### src/rtl/irq_controller_pkg.sv
// Shared definitions for the external interrupt controller: register map,
// FSM encoding, ID width and the fixed-priority helper.
package irq_controller_pkg;

  // Interrupt IDs are 5 bits wide; ID 0 means "no interrupt".
  localparam int unsigned IdWidth = 5;

  // Word index of each register (byte offset [4:2]).
  localparam logic [2:0] RegPending = 3'd0;  // 0x00
  localparam logic [2:0] RegEnable  = 3'd1;  // 0x04
  localparam logic [2:0] RegTrigger = 3'd2;  // 0x08
  localparam logic [2:0] RegClaim   = 3'd3;  // 0x0C
  localparam logic [2:0] RegStatus  = 3'd4;  // 0x10

  typedef enum logic {
    StIdle    = 1'b0,
    StService = 1'b1
  } irq_state_e;

  // Lowest set bit index in [31:1]; bit 0 is never an ID, so 0 means none.
  function automatic logic [IdWidth-1:0] lowest_id(input logic [31:0] vec);
    logic [IdWidth-1:0] id;
    id = '0;
    for (int i = 31; i >= 1; i--) begin
      if (vec[i]) id = IdWidth'(i);
    end
    return id;
  endfunction

endpackage

### src/rtl/irq_controller_gateway.sv
// Per-source gateway: synchroniser, edge detector, edge/level gating and the
// pending flop for a single interrupt source.
module irq_controller_gateway #(
  parameter int unsigned SYNC_STAGES = 2
) (
  input  logic i_clk,
  input  logic i_rst,
  input  logic i_irq,        // asynchronous device line
  input  logic i_edge_mode,  // 1 = rising edge, 0 = active-high level
  input  logic i_blocked,    // this source is the ID currently in service
  input  logic i_claim,      // this source is being claimed this cycle
  input  logic i_trig_chg,   // trigger mode of this source is being changed
  output logic o_pending
);

  logic [SYNC_STAGES-1:0] r_sync;
  logic                   r_prev;
  logic                   r_pending;
  logic                   w_s;
  logic                   w_edge;
  logic                   w_pending_d;

  assign w_s    = r_sync[SYNC_STAGES-1];
  assign w_edge = w_s & ~r_prev;

  // Next pending value: mode change wipes it, an edge beats a same-cycle claim,
  // level mode simply follows the synchronised line unless in service.
  always_comb begin
    w_pending_d = r_pending;
    if (i_trig_chg) begin
      w_pending_d = 1'b0;
    end else if (i_edge_mode) begin
      if (w_edge) begin
        w_pending_d = 1'b1;
      end else if (i_claim) begin
        w_pending_d = 1'b0;
      end
    end else begin
      w_pending_d = w_s & ~i_blocked & ~i_claim;
    end
  end

  // Synchroniser chain, previous-level flop and pending flop.
  always_ff @(posedge i_clk) begin
    if (i_rst) begin
      r_sync    <= '0;
      r_prev    <= 1'b0;
      r_pending <= 1'b0;
    end else begin
      r_sync    <= {r_sync[SYNC_STAGES-2:0], i_irq};
      r_prev    <= w_s;
      r_pending <= w_pending_d;
    end
  end

  assign o_pending = r_pending;

endmodule

### src/rtl/irq_controller.sv
// Memory-mapped external interrupt controller: per-source gateways, enable
// and trigger registers, fixed-priority arbiter, claim/complete FSM and bus.
module irq_controller
  import irq_controller_pkg::*;
#(
  parameter int unsigned N_SRC       = 8,
  parameter int unsigned SYNC_STAGES = 2
) (
  input  logic                 i_clk,
  input  logic                 i_rst,
  input  logic [N_SRC-1:0]     i_irq_src,
  input  logic [4:0]           i_bus_addr,
  input  logic [31:0]          i_bus_wdata,
  input  logic                 i_bus_we,
  input  logic                 i_bus_re,
  output logic [31:0]          o_bus_rdata,
  output logic                 o_interrupt,
  output logic [IdWidth-1:0]   o_claim_id
);

  // Architectural state.
  logic [N_SRC:1]        r_enable;
  logic [N_SRC:1]        r_trigger;
  irq_state_e            r_state;
  logic [IdWidth-1:0]    r_claim_id;
  logic [31:0]           r_rdata;
  logic                  r_interrupt;

  // Combinational signals.
  logic [N_SRC:1]        w_pending;
  logic [31:0]           w_pend_vec;
  logic [31:0]           w_en_vec;
  logic [31:0]           w_trig_vec;
  logic [IdWidth-1:0]    w_best;
  logic                  w_wr;
  logic                  w_rd;
  logic [2:0]            w_reg;
  logic                  w_claim_go;
  logic                  w_complete;
  logic                  w_trig_wr;
  irq_state_e            w_state_d;
  logic [IdWidth-1:0]    w_claim_id_d;
  logic [31:0]           w_rdata_d;

  // Write strobe wins over a simultaneous read strobe.
  assign w_wr  = i_bus_we;
  assign w_rd  = i_bus_re & ~i_bus_we;
  assign w_reg = i_bus_addr[4:2];

  assign w_trig_wr = w_wr && (w_reg == RegTrigger);

  // Gateways: one per source, bit g of the vectors is source ID g.
  for (genvar g = 1; g <= N_SRC; g++) begin : g_src
    localparam logic [IdWidth-1:0] Id = IdWidth'(g);
    logic w_blocked;
    logic w_claim;
    logic w_trig_chg;

    assign w_blocked  = (r_state == StService) && (r_claim_id == Id);
    assign w_claim    = w_claim_go && (w_best == Id);
    assign w_trig_chg = w_trig_wr && (i_bus_wdata[g] != r_trigger[g]);

    irq_controller_gateway #(
      .SYNC_STAGES (SYNC_STAGES)
    ) u_gateway (
      .i_clk       (i_clk),
      .i_rst       (i_rst),
      .i_irq       (i_irq_src[g-1]),
      .i_edge_mode (r_trigger[g]),
      .i_blocked   (w_blocked),
      .i_claim     (w_claim),
      .i_trig_chg  (w_trig_chg),
      .o_pending   (w_pending[g])
    );
  end

  // Widen the per-source vectors to the 32-bit register layout.
  always_comb begin
    w_pend_vec          = '0;
    w_en_vec            = '0;
    w_trig_vec          = '0;
    w_pend_vec[N_SRC:1] = w_pending;
    w_en_vec[N_SRC:1]   = r_enable;
    w_trig_vec[N_SRC:1] = r_trigger;
  end

  // Fixed priority: lowest enabled pending ID wins.
  assign w_best = lowest_id(w_pend_vec & w_en_vec);

  // Claim/complete FSM next state.
  always_comb begin
    w_state_d    = r_state;
    w_claim_id_d = r_claim_id;
    w_claim_go   = 1'b0;
    w_complete   = 1'b0;
    unique case (r_state)
      StIdle: begin
        if (w_rd && (w_reg == RegClaim) && (w_best != '0)) begin
          w_claim_go   = 1'b1;
          w_state_d    = StService;
          w_claim_id_d = w_best;
        end
      end
      StService: begin
        if (w_wr && (w_reg == RegClaim) && (i_bus_wdata[IdWidth-1:0] == r_claim_id)) begin
          w_complete   = 1'b1;
          w_state_d    = StIdle;
          w_claim_id_d = '0;
        end
      end
      default: begin
        w_state_d    = StIdle;
        w_claim_id_d = '0;
      end
    endcase
  end

  // Read mux; data holds until the next read strobe.
  always_comb begin
    w_rdata_d = r_rdata;
    if (w_rd) begin
      case (w_reg)
        RegPending: w_rdata_d = w_pend_vec;
        RegEnable:  w_rdata_d = w_en_vec;
        RegTrigger: w_rdata_d = w_trig_vec;
        RegClaim:   w_rdata_d = (r_state == StIdle) ? {{(32 - IdWidth){1'b0}}, w_best} : '0;
        RegStatus:  w_rdata_d = {26'b0, (r_state == StService), r_claim_id};
        default:    w_rdata_d = '0;
      endcase
    end
  end

  // Register file, FSM state, read data and interrupt request.
  always_ff @(posedge i_clk) begin
    if (i_rst) begin
      r_enable    <= '0;
      r_trigger   <= '0;
      r_state     <= StIdle;
      r_claim_id  <= '0;
      r_rdata     <= '0;
      r_interrupt <= 1'b0;
    end else begin
      if (w_wr && (w_reg == RegEnable)) r_enable <= i_bus_wdata[N_SRC:1];
      if (w_trig_wr) r_trigger <= i_bus_wdata[N_SRC:1];
      r_state     <= w_state_d;
      r_claim_id  <= w_claim_id_d;
      r_rdata     <= w_rdata_d;
      r_interrupt <= (r_state == StIdle) && (w_best != '0);
    end
  end

  assign o_bus_rdata = r_rdata;
  assign o_interrupt = r_interrupt;
  assign o_claim_id  = r_claim_id;

endmodule

### config.mk
export PLATFORM = sky130hd
export DESIGN_NAME = irq_controller
export DESIGN_NICKNAME = d
export VERILOG_FILES = /design/src/rtl/irq_controller_pkg.sv /design/src/rtl/irq_controller_gateway.sv /design/src/rtl/irq_controller.sv
export SDC_FILE = /design/constraint.sdc
export NUM_CORES = 1
export LEC_CHECK = 0
export BUFFER_PORTS_ARGS = -buffer_cell sky130_fd_sc_hd__buf_2
export CAP_MARGIN = 20
export CORE_UTILIZATION = 34
export DETAILED_ROUTE_END_ITERATION = 8
export GPL_TIMING_DRIVEN = 0
export HOLD_SLACK_MARGIN = 0.15
export PLACE_DENSITY = 0.52
export SLEW_MARGIN = 20
export SYNTH_ARGS = -nofsm -noshare
export SYNTH_HDL_FRONTEND = slang
export SYNTH_HIERARCHICAL = 1
export SYNTH_SLANG_ARGS = --single-unit
### constraint.sdc
create_clock -name i_clk -period 4.7 [get_ports i_clk]
set_input_delay 0.47 -clock i_clk [delete_from_list [all_inputs] [get_ports i_clk]]
set_output_delay 0.47 -clock i_clk [all_outputs]
set_load 0.03 [all_outputs]
==> results by group <==
Floorplan
  – Core ar.: 0.00881 mm^2
  – Die ar.: 0.00953 mm^2
  – Row count: 34
  – Die Y-Extent: approximately 98 um
  – I/O pin total: a little under 90
  – Starting Density: about a third
  – Die width: between 90 and 100 um

Yosys
  – Post-Synth Adder-Cell Area: 0%
  – YS warnings: 6
  – Asr flop ratio synth: 0%
  – Mapped Cells: 360
  – Sequential share of the synthesized area: between 40% and 50%
  – Largest family of logic cells by synthesized area: simple AND/OR/NAND/NOR gates
  – Post-Synth Simple-Gate Area: between 20% and 30%
  – Leading area contributor after synthesis: dfxtp_1
  – Top cells by area, synth: dfxtp_1 41%, nand2_1 6.6%, buf_4 5.8%
  – Library cells used by synthesis: 43
  – Mux share of post-synthesis cell area: around 3.5%
  – Synth Cell Area: slightly above 0.003 mm^2
  – Post-synth EDFFs: 0
  – XOR/XNOR Fraction of Synth Area: 3.38%
  – Compound-gate portion of the synthesized area: 14.4%
  – Seq cells post-synth: 63
  – Avg Cell Area, Syn: between 8 and 9 um^2
  – Main flop type after synthesis: dfxtp_1
  – Yosys top cell area share: 40.6%

Place
  – Post-placement cell count: about 530
  – Hpwl dp: approximately 6000 um
  – Setup WS pre-CTS: about 2.3 ns
  – I/O Buffers: 36
  – Placed Area: 0.00351 mm^2
  – Gpl congestion: around 0.93

Cells and area
  – Non-filler cells, final: about 540
  – FF/Latch Area: about 0.0013 mm^2
  – Finished Core Util: 42.0%
  – Area grow syn2layout: 19.0%
  – Nets@finish: approximately 480
  – Antenna cells: 0
  – Fraction of layout cells with a size suffix above 1: 19.8%
  – Area occupied by multi-input gates: roughly 0.0017 mm^2
  – Layout fillers: just over 900
  – Finished Cell Area: approximately 0.0037 mm^2

GRT
  – First-pass GRT wire length: about 13000 um
  – Antenna violations before repair: 0
  – Overall Global Routing Usage: between 10% and 20%
  – Met3 GRT Util: under 10%
  – Largest net degree at the start of global routing: 34
  – Top Usage Layer GRT: met2
  – Remaining Overflow, GRT: 0
  – Number of global-route vias before repair: around 2500
  – Met2 GRT Util: about 29%
  – M1 GR Usage: between 20 and 25%

Timing
  – Setup TNS: 0 ns
  – Period utilization: 50.3%
  – FMAX: 0.423 GHz
  – Slew @ Worst Pin: ~0.74 ns
  – Setup ws final: about 2.3 ns
  – Worst clock skew: approximately 0.014 ns
  – Number of setup violations in the final report: 0
  – Final min period: around 2.4 ns
  – RSZ-0062 raised after global routing: no
  – Fin. Hold Viols: 0
  – Max-slew violation count: 0
  – Slew HR: around half

Setup path
  – Worst path max stage delay: between 0.5 and 0.6 ns
  – Worst Path Required: 4.95 ns
  – Crit. path cell count: 6
  – CP max stage cell: o41ai_4
  – Worst-path maximum fanout: 6
  – Critical path class: reg2reg
  – CP startpoint kind: register
  – WP data arrival: around 2.6 ns
  – Crit-path cells: a22o_1 > nand2b_4 > o41ai_4 > nor2_1 > or4b_1 > a311oi_1
  – Delay-heaviest family, CP: compound AO/OA/AOI/OAI gates
  – Buffers & Inverters on Critical Path: 0
  – Setup crit end kind: register
  – R2R depth: 6

Detailed routing
  – Post-DR vias/cell: roughly 4.9
  – Remaining DRCs: 14
  – Post-DRT Antenna Nets: 0
  – Iter 0 DRT Violations: 153
  – Via count: ~2700
  – Drt first pass iters: 6
  – Total wire length: between 8000 and 9000 um
  – Routed len/inst: ~15 um

Hold path
  – Hold path depth: 2
  – HP Class: in2reg

Run status
  – Violated checks: design-rule violations
  – Outcome: complete, but fails checks

Pwr
  – P_leak: 1.43 nW
  – Total power per unit cell area: between 300 and 400 mW/mm^2
  – Peak VDD IR: 0.134 mV

Clocking
  – Clock Sinks: 63
  – Total CTS buffers: 9
  – Root Driver: clkbuf_8
  – Post-CTS setup repair buffer count: 0
  – PostCTS Resize Cnt: 0
  – Cts hold-fix bufs: 0
  – Max Buffers Root-to-Sink: 2
  – H-tree Lvls: 3
  – Clock slew seen by the registers of the worst setup and hold paths: roughly 0.070 ns
  – Clk Latency, worst-skew pair: 0.35 ns
  – CTS tree: built

Run
  – Max_cap viols: 0
## where the power goes
group	switching, mW	internal, mW	leakage (nW)	total, mW
clock network	0.214	0.257	0.100	0.472
logic	0.0735	0.0451	0.820	0.119
registers	0.00897	0.548	0.513	0.557
## cell usage in the layout, fill, tap and decap left out, types with 11 or more instances in the layout
cell	count
conb_1	24
mux2i_1	11
buf_4	24
a21oi_1	18
buf_2	40
nand2_1	55
o21ai_0	12
nand3b_1	18
clkbuf_1	12
nor2_1	28
nor2b_1	28
xnor2_1	12
dfxtp_1	63
## worst paths after layout
kind	start	to	slack, ns
max	g_src[3].u_gateway/o_pending	g_src[8].u_gateway/o_pending	2.34
min	i_irq_src[0]	g_src[1].u_gateway/r_sync[0]	0.33
max reg2reg	g_src[3].u_gateway/o_pending	g_src[8].u_gateway/o_pending	2.34
min reg2reg	g_src[1].u_gateway/r_sync[0]	g_src[1].u_gateway/r_sync[1]	0.44
## through the flow
stage          power [mW]  hold WS [ns]
3_3_place_gp        0.687         0.416
4_1_cts              1.16         0.320
3_5_place_dp        0.688         0.424
6_report             1.15         0.332
2_1_floorplan       0.653         0.414
5_1_grt              1.19         0.333
## routing by layer
| layer | routed length, um | up-vias |
|---|---|---|
| met3 | 473 | 13 |
| met5 | 0 | - |
| li1 | - | 1357 |
| met1 | 3970 | 1222 |
| met2 | 3710 | 82 |
| met4 | 170 | 0 |
## layout make-up
class	instances	share of cell area [%]
Buffer	39	6.53
Clock buffer	12	3.92
Clock inverter	4	1.22
Inverter	2	0.203
Multi-Input combinational cell	279	45.5
Sequential cell	63	34.1
Tap cell	108	3.65
Timing Repair Buffer	36	4.87
## kinds of logic (layout without fill, tap and decap cells)
logic type	count (synthesis)	in the layout
simple gates	170	170
flops	63	63
compound gates	62	62
buf+inv	41	93
xor+xnor	12	12
mux	11	11
other cells	1	24
## synth_stat cells, drive strengths merged, types with 2 or more instances
| master | count |
|---|---|
| xnor2 | 12 |
| a21oi | 18 |
| a311oi | 8 |
| a31oi | 3 |
| a22oi | 6 |
| and2 | 3 |
| nand3 | 5 |
| nand4 | 2 |
| nor2 | 28 |
| nor2b | 28 |
| buf | 29 |
| inv | 2 |
| nand2b | 6 |
| a211oi | 2 |
| clkbuf | 10 |
| o41ai | 2 |
| nor3b | 3 |
| a2bb2oi | 4 |
| o21ai | 12 |
| a221oi | 2 |
| mux2i | 11 |
| nor3 | 7 |
| nand2 | 55 |
| dfxtp | 63 |
| or4b | 8 |
| nand3b | 18 |
| nor4 | 5 |
## state kept, by name, indices dropped and copies added, names as in the netlist
name and flops:
g_src.u_gateway/r_sync 16, r_trigger 8, g_src.u_gateway/o_pending 8, o_bus_rdata 9
o_claim_id 4, r_enable 8, o_interrupt 1, g_src.u_gateway/r_prev 8
r_state 1
Power figures use the tool's default switching activity.
